### config.mk
export PLATFORM = sky130hd
export DESIGN_NAME = sfx_tone_sequencer
export DESIGN_NICKNAME = d
export VERILOG_FILES = /design/src/rtl/pong_audio_pkg.sv /design/src/rtl/sfx_tone_sequencer_i2s_tx.sv /design/src/rtl/sfx_tone_sequencer.sv
export SDC_FILE = /design/constraint.sdc
export NUM_CORES = 1
export LEC_CHECK = 0
export ABC_AREA = 0
export CAP_MARGIN = 20
export CORE_MARGIN = 5
export CORE_UTILIZATION = 57
export CTS_CLUSTER_SIZE = 30
export DETAILED_ROUTE_END_ITERATION = 10
export PLACE_DENSITY = 0.74
export SYNTH_ARGS = -nofsm -noshare
export SYNTH_HDL_FRONTEND = slang
export SYNTH_HIERARCHICAL = 1
export SYNTH_SLANG_ARGS = --single-unit
### constraint.sdc
create_clock -name clk -period 3 [get_ports clk]
set_input_delay 0.45 -clock clk [delete_from_list [all_inputs] [get_ports clk]]
set_output_delay 0.45 -clock clk [all_outputs]
set_load 0.05 [all_outputs]
### src/rtl/pong_audio_pkg.sv
// Shared definitions for the Pong audio path: FSM encoding, default tone tables
// and an elaboration-time log2 helper.
package pong_audio_pkg;

    typedef enum logic [1:0] {
        ST_IDLE    = 2'd0,
        ST_PLAY    = 2'd1,
        ST_RELEASE = 2'd2
    } state_t;

    localparam int CLK_HZ = 50_000_000;

    // Index i lives at [32*i +: 32]; higher index = higher priority.
    localparam logic [95:0] TONE_HZ_DEFAULT = {32'd2000, 32'd1000, 32'd500};
    localparam logic [95:0] DUR_MS_DEFAULT  = {32'd400, 32'd60, 32'd30};

    // Ceiling log2, never below 1 so it is always usable as a vector width.
    function automatic int clog2(input int n);
        int r;
        r = 1;
        for (int i = 1; i < 31; i++) begin
            if ((1 << i) < n) begin
                r = i + 1;
            end
        end
        return r;
    endfunction

endpackage

### src/rtl/sfx_tone_sequencer_i2s_tx.sv
// I2S serialiser: one word latched per frame at the lrck 1->0 edge and sent on
// both channels, MSB one bclk after each lrck edge, outputs change on bclk fall.
module i2s_tx
    import pong_audio_pkg::*;
#(
    parameter int SAMPLE_W = 16,
    parameter int BCLK_DIV = 16
) (
    input  logic                clk,
    input  logic                rst,
    input  logic [SAMPLE_W-1:0] sample,
    output logic                bclk,
    output logic                lrck,
    output logic                data
);
    localparam int DIV_W = clog2(BCLK_DIV);
    localparam int BIT_W = clog2(2 * SAMPLE_W);
    localparam logic [DIV_W-1:0] DIV_LAST  = DIV_W'(BCLK_DIV - 1);
    localparam logic [BIT_W-1:0] SLOT_LAST = BIT_W'(2 * SAMPLE_W - 1);
    localparam logic [BIT_W-1:0] SLOT_HALF = BIT_W'(SAMPLE_W);

    logic [DIV_W-1:0]    r_div;
    logic                r_bclk;
    logic                r_lrck;
    logic                r_data;
    logic [BIT_W-1:0]    r_slot;
    logic [SAMPLE_W-1:0] r_word;

    logic                w_div_wrap;
    logic                w_fall;
    logic                w_right;
    logic [BIT_W-1:0]    w_slot_next;
    logic [BIT_W-1:0]    w_pos;
    logic [BIT_W-1:0]    w_idx;
    logic [SAMPLE_W-1:0] w_shifted;

    // Slot 0 of each word carries the LSB of the previous word, so bit index
    // for position p>0 is SAMPLE_W-p and position 0 maps to bit 0.
    always_comb begin
        w_div_wrap  = (r_div == DIV_LAST);
        w_fall      = w_div_wrap && r_bclk;
        w_slot_next = (r_slot == SLOT_LAST) ? '0 : r_slot + 1'b1;
        w_right     = (w_slot_next >= SLOT_HALF);
        w_pos       = w_right ? (w_slot_next - SLOT_HALF) : w_slot_next;
        w_idx       = (w_pos == '0) ? '0 : (SLOT_HALF - w_pos);
        w_shifted   = r_word >> w_idx;
    end

    always_ff @(posedge clk) begin
        if (rst) begin
            r_div  <= '0;
            r_bclk <= 1'b0;
            r_lrck <= 1'b0;
            r_data <= 1'b0;
            r_slot <= SLOT_LAST;
            r_word <= '0;
        end else begin
            r_div <= w_div_wrap ? '0 : r_div + 1'b1;
            if (w_div_wrap) begin
                r_bclk <= ~r_bclk;
            end
            if (w_fall) begin
                r_slot <= w_slot_next;
                r_lrck <= w_right;
                r_data <= w_shifted[0];
                if (w_slot_next == '0) begin
                    r_word <= sample;
                end
            end
        end
    end

    assign bclk = r_bclk;
    assign lrck = r_lrck;
    assign data = r_data;

endmodule

### src/rtl/sfx_tone_sequencer.sv
// Priority-arbitrated square-wave effect player: PLAY for DUR_MS, half-amplitude
// RELEASE for REL_MS, PCM streamed out over I2S.
module sfx_tone_sequencer #(
    parameter int                       CLK_HZ    = pong_audio_pkg::CLK_HZ,
    parameter int                       N_TONES   = 3,
    parameter logic [32*N_TONES-1:0]    TONE_HZ   = pong_audio_pkg::TONE_HZ_DEFAULT,
    parameter logic [32*N_TONES-1:0]    DUR_MS    = pong_audio_pkg::DUR_MS_DEFAULT,
    parameter int                       REL_MS    = 8,
    parameter int                       TICK_CYC  = CLK_HZ / 1000,
    parameter int                       SAMPLE_W  = 16,
    parameter logic signed [SAMPLE_W-1:0] AMPLITUDE = 16'sh2000,
    parameter int                       BCLK_DIV  = 16
) (
    input  logic                                      clk,
    input  logic                                      rst,
    input  logic [N_TONES-1:0]                        tone_req,
    output logic                                      busy,
    output logic [pong_audio_pkg::clog2(N_TONES)-1:0] active_tone,
    output logic                                      dac_bclk,
    output logic                                      dac_lrck,
    output logic                                      dac_data
);
    import pong_audio_pkg::*;

    localparam int ACT_W  = clog2(N_TONES);
    localparam int TICK_W = clog2(TICK_CYC);
    localparam logic [TICK_W-1:0] TICK_LAST = TICK_W'(TICK_CYC - 1);
    localparam logic signed [SAMPLE_W-1:0] AMP_PLAY_P = AMPLITUDE;
    localparam logic signed [SAMPLE_W-1:0] AMP_PLAY_N = -AMPLITUDE;
    localparam logic signed [SAMPLE_W-1:0] AMP_REL_P  = AMPLITUDE >>> 1;
    localparam logic signed [SAMPLE_W-1:0] AMP_REL_N  = -(AMPLITUDE >>> 1);

    state_t                r_state;
    state_t                w_state_next;
    logic [N_TONES-1:0]    r_req_q;
    logic [N_TONES-1:0]    w_req_edge;
    logic [ACT_W-1:0]      r_active;
    logic [ACT_W-1:0]      w_win;
    logic                  w_any;
    logic                  w_accept;
    logic [TICK_W-1:0]     r_tick_cnt;
    logic                  w_tick;
    logic [31:0]           r_ms_cnt;
    logic                  w_ms_last;
    logic [31:0]           r_half;
    logic [31:0]           r_phase;
    logic                  w_phase_wrap;
    logic                  r_pol;
    logic signed [SAMPLE_W-1:0] w_sample;
    logic [31:0]           w_half_tbl [N_TONES];
    logic [31:0]           w_dur_tbl  [N_TONES];

    for (genvar gi = 0; gi < N_TONES; gi++) begin : g_tone_tbl
        assign w_half_tbl[gi] = 32'(CLK_HZ / (2 * TONE_HZ[32*gi +: 32]));
        assign w_dur_tbl[gi]  = DUR_MS[32*gi +: 32];
    end

    assign w_req_edge = tone_req & ~r_req_q;

    // Ascending scan: the last set bit seen is the highest-priority request.
    always_comb begin
        w_win = '0;
        w_any = 1'b0;
        for (int i = 0; i < N_TONES; i++) begin
            if (w_req_edge[i]) begin
                w_win = ACT_W'(i);
                w_any = 1'b1;
            end
        end
    end

    assign w_accept     = w_any && ((r_state != ST_PLAY) || (w_win >= r_active));
    assign w_tick       = (r_tick_cnt == TICK_LAST);
    assign w_ms_last    = (r_ms_cnt == 32'd1);
    assign w_phase_wrap = (r_phase == r_half - 32'd1);

    always_comb begin
        w_state_next = r_state;
        if (w_accept) begin
            w_state_next = ST_PLAY;
        end else if (w_tick && w_ms_last) begin
            case (r_state)
                ST_PLAY:    w_state_next = (REL_MS > 0) ? ST_RELEASE : ST_IDLE;
                ST_RELEASE: w_state_next = ST_IDLE;
                default:    w_state_next = r_state;
            endcase
        end
    end

    always_ff @(posedge clk) begin
        if (rst) begin
            r_state <= ST_IDLE;
        end else begin
            r_state <= w_state_next;
        end
    end

    // Accept takes precedence over a coincident ms tick or phase wrap.
    always_ff @(posedge clk) begin
        if (rst) begin
            r_req_q    <= '0;
            r_active   <= '0;
            r_tick_cnt <= '0;
            r_ms_cnt   <= '0;
            r_half     <= 32'd1;
            r_phase    <= '0;
            r_pol      <= 1'b1;
        end else begin
            r_req_q <= tone_req;
            if (w_accept) begin
                r_active   <= w_win;
                r_tick_cnt <= '0;
                r_ms_cnt   <= w_dur_tbl[w_win];
                r_half     <= w_half_tbl[w_win];
                r_phase    <= '0;
                r_pol      <= 1'b1;
            end else begin
                r_tick_cnt <= w_tick ? '0 : r_tick_cnt + 1'b1;
                if (w_tick && (r_state != ST_IDLE)) begin
                    r_ms_cnt <= (w_ms_last && (r_state == ST_PLAY)) ? 32'(REL_MS)
                                                                    : r_ms_cnt - 32'd1;
                end
                if (r_state != ST_IDLE) begin
                    r_phase <= w_phase_wrap ? '0 : r_phase + 32'd1;
                    if (w_phase_wrap) begin
                        r_pol <= ~r_pol;
                    end
                end
                if (w_state_next == ST_IDLE) begin
                    r_active <= '0;
                end
            end
        end
    end

    always_comb begin
        w_sample = '0;
        case (r_state)
            ST_PLAY:    w_sample = r_pol ? AMP_PLAY_P : AMP_PLAY_N;
            ST_RELEASE: w_sample = r_pol ? AMP_REL_P : AMP_REL_N;
            default:    w_sample = '0;
        endcase
    end

    i2s_tx #(
        .SAMPLE_W (SAMPLE_W),
        .BCLK_DIV (BCLK_DIV)
    ) u_i2s_tx (
        .clk    (clk),
        .rst    (rst),
        .sample (w_sample),
        .bclk   (dac_bclk),
        .lrck   (dac_lrck),
        .data   (dac_data)
    );

    assign busy        = (r_state != ST_IDLE);
    assign active_tone = r_active;

endmodule
==> qor.tcl <==
set qor(critPathKind) {register to register}
set qor(share_comb_of_total_power_pct) 11.8
set qor(setup_viol_count_final) 0
set qor(rsz0062_at_grt) {false}
set qor(detailed_place.area_um2) 6510
set qor(crit_fanout) 29
set qor(first_iter_violations) 306
set qor(period_share_pct) 94.9
set qor(gr-total-overflow) 0
set qor(worstPathCellList) {or4_1, or2_1, or4_1, a2111oi_2, o2111ai_2, o21ai_2, buf_12, nor2_1}
set qor(antenna_found_initial) 0
set qor(grt_usage_pct) 21.0
set qor(post_synth_fa_ha_maj_area_fraction_pct) 3.67
set qor(post_route_cells_drive_above_1_share_pct) 9.58
set qor(maximum_number_of_pins_on_one_net_before_global_route_repair) 35
set qor(postLayoutCellArea_um2) 7110
set qor(p_int_uw) 3180
set qor(max-cap-violations) 0
set qor(finClkSkew_ns) 0.00911
set qor(cts_made_buffers) 17
set qor(htreeDepth) 4
set qor(synth_async_sr_flop_share_pct) 0
set qor(post-route-min-period_ns) 2.85
set qor(layout.cells.most_common_list) {sky130_fd_sc_hd__nor2_1 (130), sky130_fd_sc_hd__dfxtp_1 (123), sky130_fd_sc_hd__xnor2_1 (45), sky130_fd_sc_hd__nand2_1 (41), sky130_fd_sc_hd__xor2_1 (40)}
set qor(share_of_the_synthesized_netlist_area_taken_by_xor_and_xnor_gates_pct) 12.1
set qor(routed_via_density) 5.61
set qor(routabilityCongestion) 0.918
set qor(insertion_delay_of_the_later_clocked_pin_in_the_worst_skew_pair_ns) 0.53
set qor(synth_area_per_cell_um2) 8.61
set qor(power_frac_seq_pct) 40.7
set qor(max_freq_mhz) 351
set qor(floorplan.initialDensity_pct) 58.9
set qor(timing.critical_path.mode_cell) {sky130_fd_sc_hd__or4_1}
set qor(slowest_stage) {sky130_fd_sc_hd__or4_1}
set qor(yosys.area_share.simple_pct) 26.3
set qor(yosysUniqueCellTypes) 68
set qor(post-route-worst-setup-slack_ns) 0.152
set qor(vias) 5041
set qor(ir_drop_mv) 0.756
set qor(inserted_diodes) 0
set qor(clockRootBuffer) {sky130_fd_sc_hd__clkbuf_8}
set qor(tritoncts) {yes}
set qor(die_w_um) 114
set qor(hold_viol_final) 0
set qor(number_of_global_route_vias_before_repair) 4905
set qor(ios) 11
set qor(cts_sinks) 123
set qor(fin_nets) 772
set qor(rows) 37
set qor(placement.io_buffers) 10
set qor(synth_seq_area_share_pct) 40.1
set qor(grt_first_pass_wirelength_mm) 22.3
set qor(critical_path.startpoint_type) {register}
set qor(fp.dieArea_um2) 12900
set qor(fp.coreArea_um2) 10400
set qor(clkSlewWorstSetupHoldPaths_ns) 0.06
set qor(worst_case_clock_buffer_depth) 2
set qor(min-delay-path-class) {register to register}
set qor(synth-warning-count) 6
set qor(drcViolationCount) 0
set qor(wl_mm) 12.7
set qor(slew_headroom_pct) 66.3
set qor(route.antenna.remaining_nets) 0
set qor(synthCells) 712
set qor(clk_network_pwr_share_pct) 47.6
set qor(die_y_um) 114
set qor(p_per_area_nw_per_um2) 594
set qor(run_status) {finished clean}
set qor(synth.area.mux_share_pct) 5.18
set qor(mostFrequentLayoutCell) {sky130_fd_sc_hd__nor2_1}
set qor(worst_path_largest_cell_delay_ns) 0.60
set qor(cp.arrival_ns) 3.26
set qor(area_delta_synth_final_pct) 16.0
set qor(final.fill_count) 803
set qor(synth_top_family_by_area) {simple AND/OR/NAND/NOR gates}
set qor(detailedPlacementHpwl_mm) 9.08
set qor(synth_top_flop_cell) {sky130_fd_sc_hd__dfxtp_1}
set qor(static_leakage_uw) 0.00256
set qor(cp-end-kind) {register}
set qor(netlist_area_um2) 6130
set qor(netSwitchingFraction_pct) 24.6
set qor(drv_slew) 0
set qor(timing.critical_path.required_ns) 3.41
set qor(timing_worst_slew_pin_value_ns) 0.504
set qor(number_of_register_bits_inferred_by_synthesis) 123
set qor(drt_pre_antenna_iters) 5
set qor(synth_enable_flop_cells) 0
set qor(dp_worst_setup_slack_ns) -0.0757
set qor(net_switching_uw) 1040
set qor(synth_compound_area_share_pct) 8.61
set qor(wire_per_inst_um) 14.2
[metal layers]
metal	GRT usage (%)	wire [um]	vias up
met5	0	0	-
met4	8.41	231	0
met3	6.31	445	25
met2	33.9	5980	81
met1	26.4	6070	2410
li1	-	-	2525
[final cells by class]
type,instances,area (um2),area share (%)
Clock inverter,12,146,2.06
Timing Repair Buffer,37,318,4.47
Clock buffer,20,445,6.26
Inverter,23,86.3,1.21
Sequential cell,123,2460,34.6
Multi-Input combinational cell,547,3480,49.0
Tap cell,136,170,2.39
[repair_timing]
| action | 4_1_cts | 5_1_grt |
|---|---|---|
| hold buffers | 0 | 0 |
| setup endpoints to repair | 0 | 34 |
| setup buffers | 0 | 0 |
| gates resized for setup | 0 | 3 |
[critical path, delay by kind of cell (launching register included)]
family                 cells  cell delay, ns
AOI/OAI and AO/OA          3            0.79
buffers and inverters      1            0.19
DFF                        1            0.38
and+or+nand+nor            4            1.35
[synth_stat cells, types with 12 or more instances]
cell,n,share of area [%]
sky130_fd_sc_hd__nor2_1,130,8.0
sky130_fd_sc_hd__clkbuf_1,21,1.3
sky130_fd_sc_hd__xor2_1,40,5.7
sky130_fd_sc_hd__inv_1,22,1.3
sky130_fd_sc_hd__nor4_1,14,1.4
sky130_fd_sc_hd__a21oi_1,28,2.3
sky130_fd_sc_hd__nand2_1,41,2.5
sky130_fd_sc_hd__nand4_1,17,1.7
sky130_fd_sc_hd__ha_1,18,3.7
sky130_fd_sc_hd__mux2i_1,25,4.1
sky130_fd_sc_hd__dfxtp_1,123,40
sky130_fd_sc_hd__nand3_1,23,1.9
sky130_fd_sc_hd__nor3_1,31,2.5
sky130_fd_sc_hd__xnor2_1,45,6.4
sky130_fd_sc_hd__and3_1,12,1.2
[sequential cells by signal, summed over array words and instances (netlist names), 2 cells and up]
signal           cells
active_tone          2
r_half               7
r_ms_cnt            32
r_phase             32
r_req_q              3
r_state              2
r_tick_cnt          16
u_i2s_tx/r_div       4
u_i2s_tx/r_slot      5
u_i2s_tx/r_word     16
[kinds of logic (layout without fill, tap and decap cells)]
logic type | after synthesis | in the layout
and+or+nand+nor | 327 | 327
DFF | 123 | 123
xor gates and xnor gates | 85 | 85
AOI/OAI and AO/OA | 76 | 76
buffers and inverters | 53 | 92
muxes | 29 | 29
adders and majority gates | 18 | 18
other | 1 | 12
[final timing paths]
kind                               startpoint            end  slack, ns  cells after the start
worst min register to register  u_i2s_tx/lrck  u_i2s_tx/lrck       0.46                      2
worst max register to register      r_half[0]     r_phase[3]       0.15                      8
worst max-delay path                r_half[0]     r_phase[3]       0.15                      8
worst min-delay path            u_i2s_tx/lrck  u_i2s_tx/lrck       0.46                      2
[per-stage QoR]
stage	TNS [ns]	total power (uW)	util, %	instances	hold slack (ns)
final	0	4220	68.3	898	0.465
after detailed placement	-0.130	2240	62.5	866	0.458
after floorplan	0	2100	-	723	0.430
after global placement	0	2220	62.5	866	0.443
after CTS	0	4260	68.1	898	0.469
after global routing	0	4410	68.3	898	0.484
[power by group through the flow]
| stage | Clock (uW) | Sequential, uW | Combinational [uW] |
|---|---|---|---|
| after global routing | 2130 | 1720 | 552 |
| after CTS | 2050 | 1720 | 489 |
| after floorplan | 0 | 1750 | 354 |
| final | 2010 | 1720 | 496 |
| after global placement | 0 | 1750 | 470 |
| after detailed placement | 0 | 1750 | 485 |
Note: power is estimated with default switching activity, not from simulation.
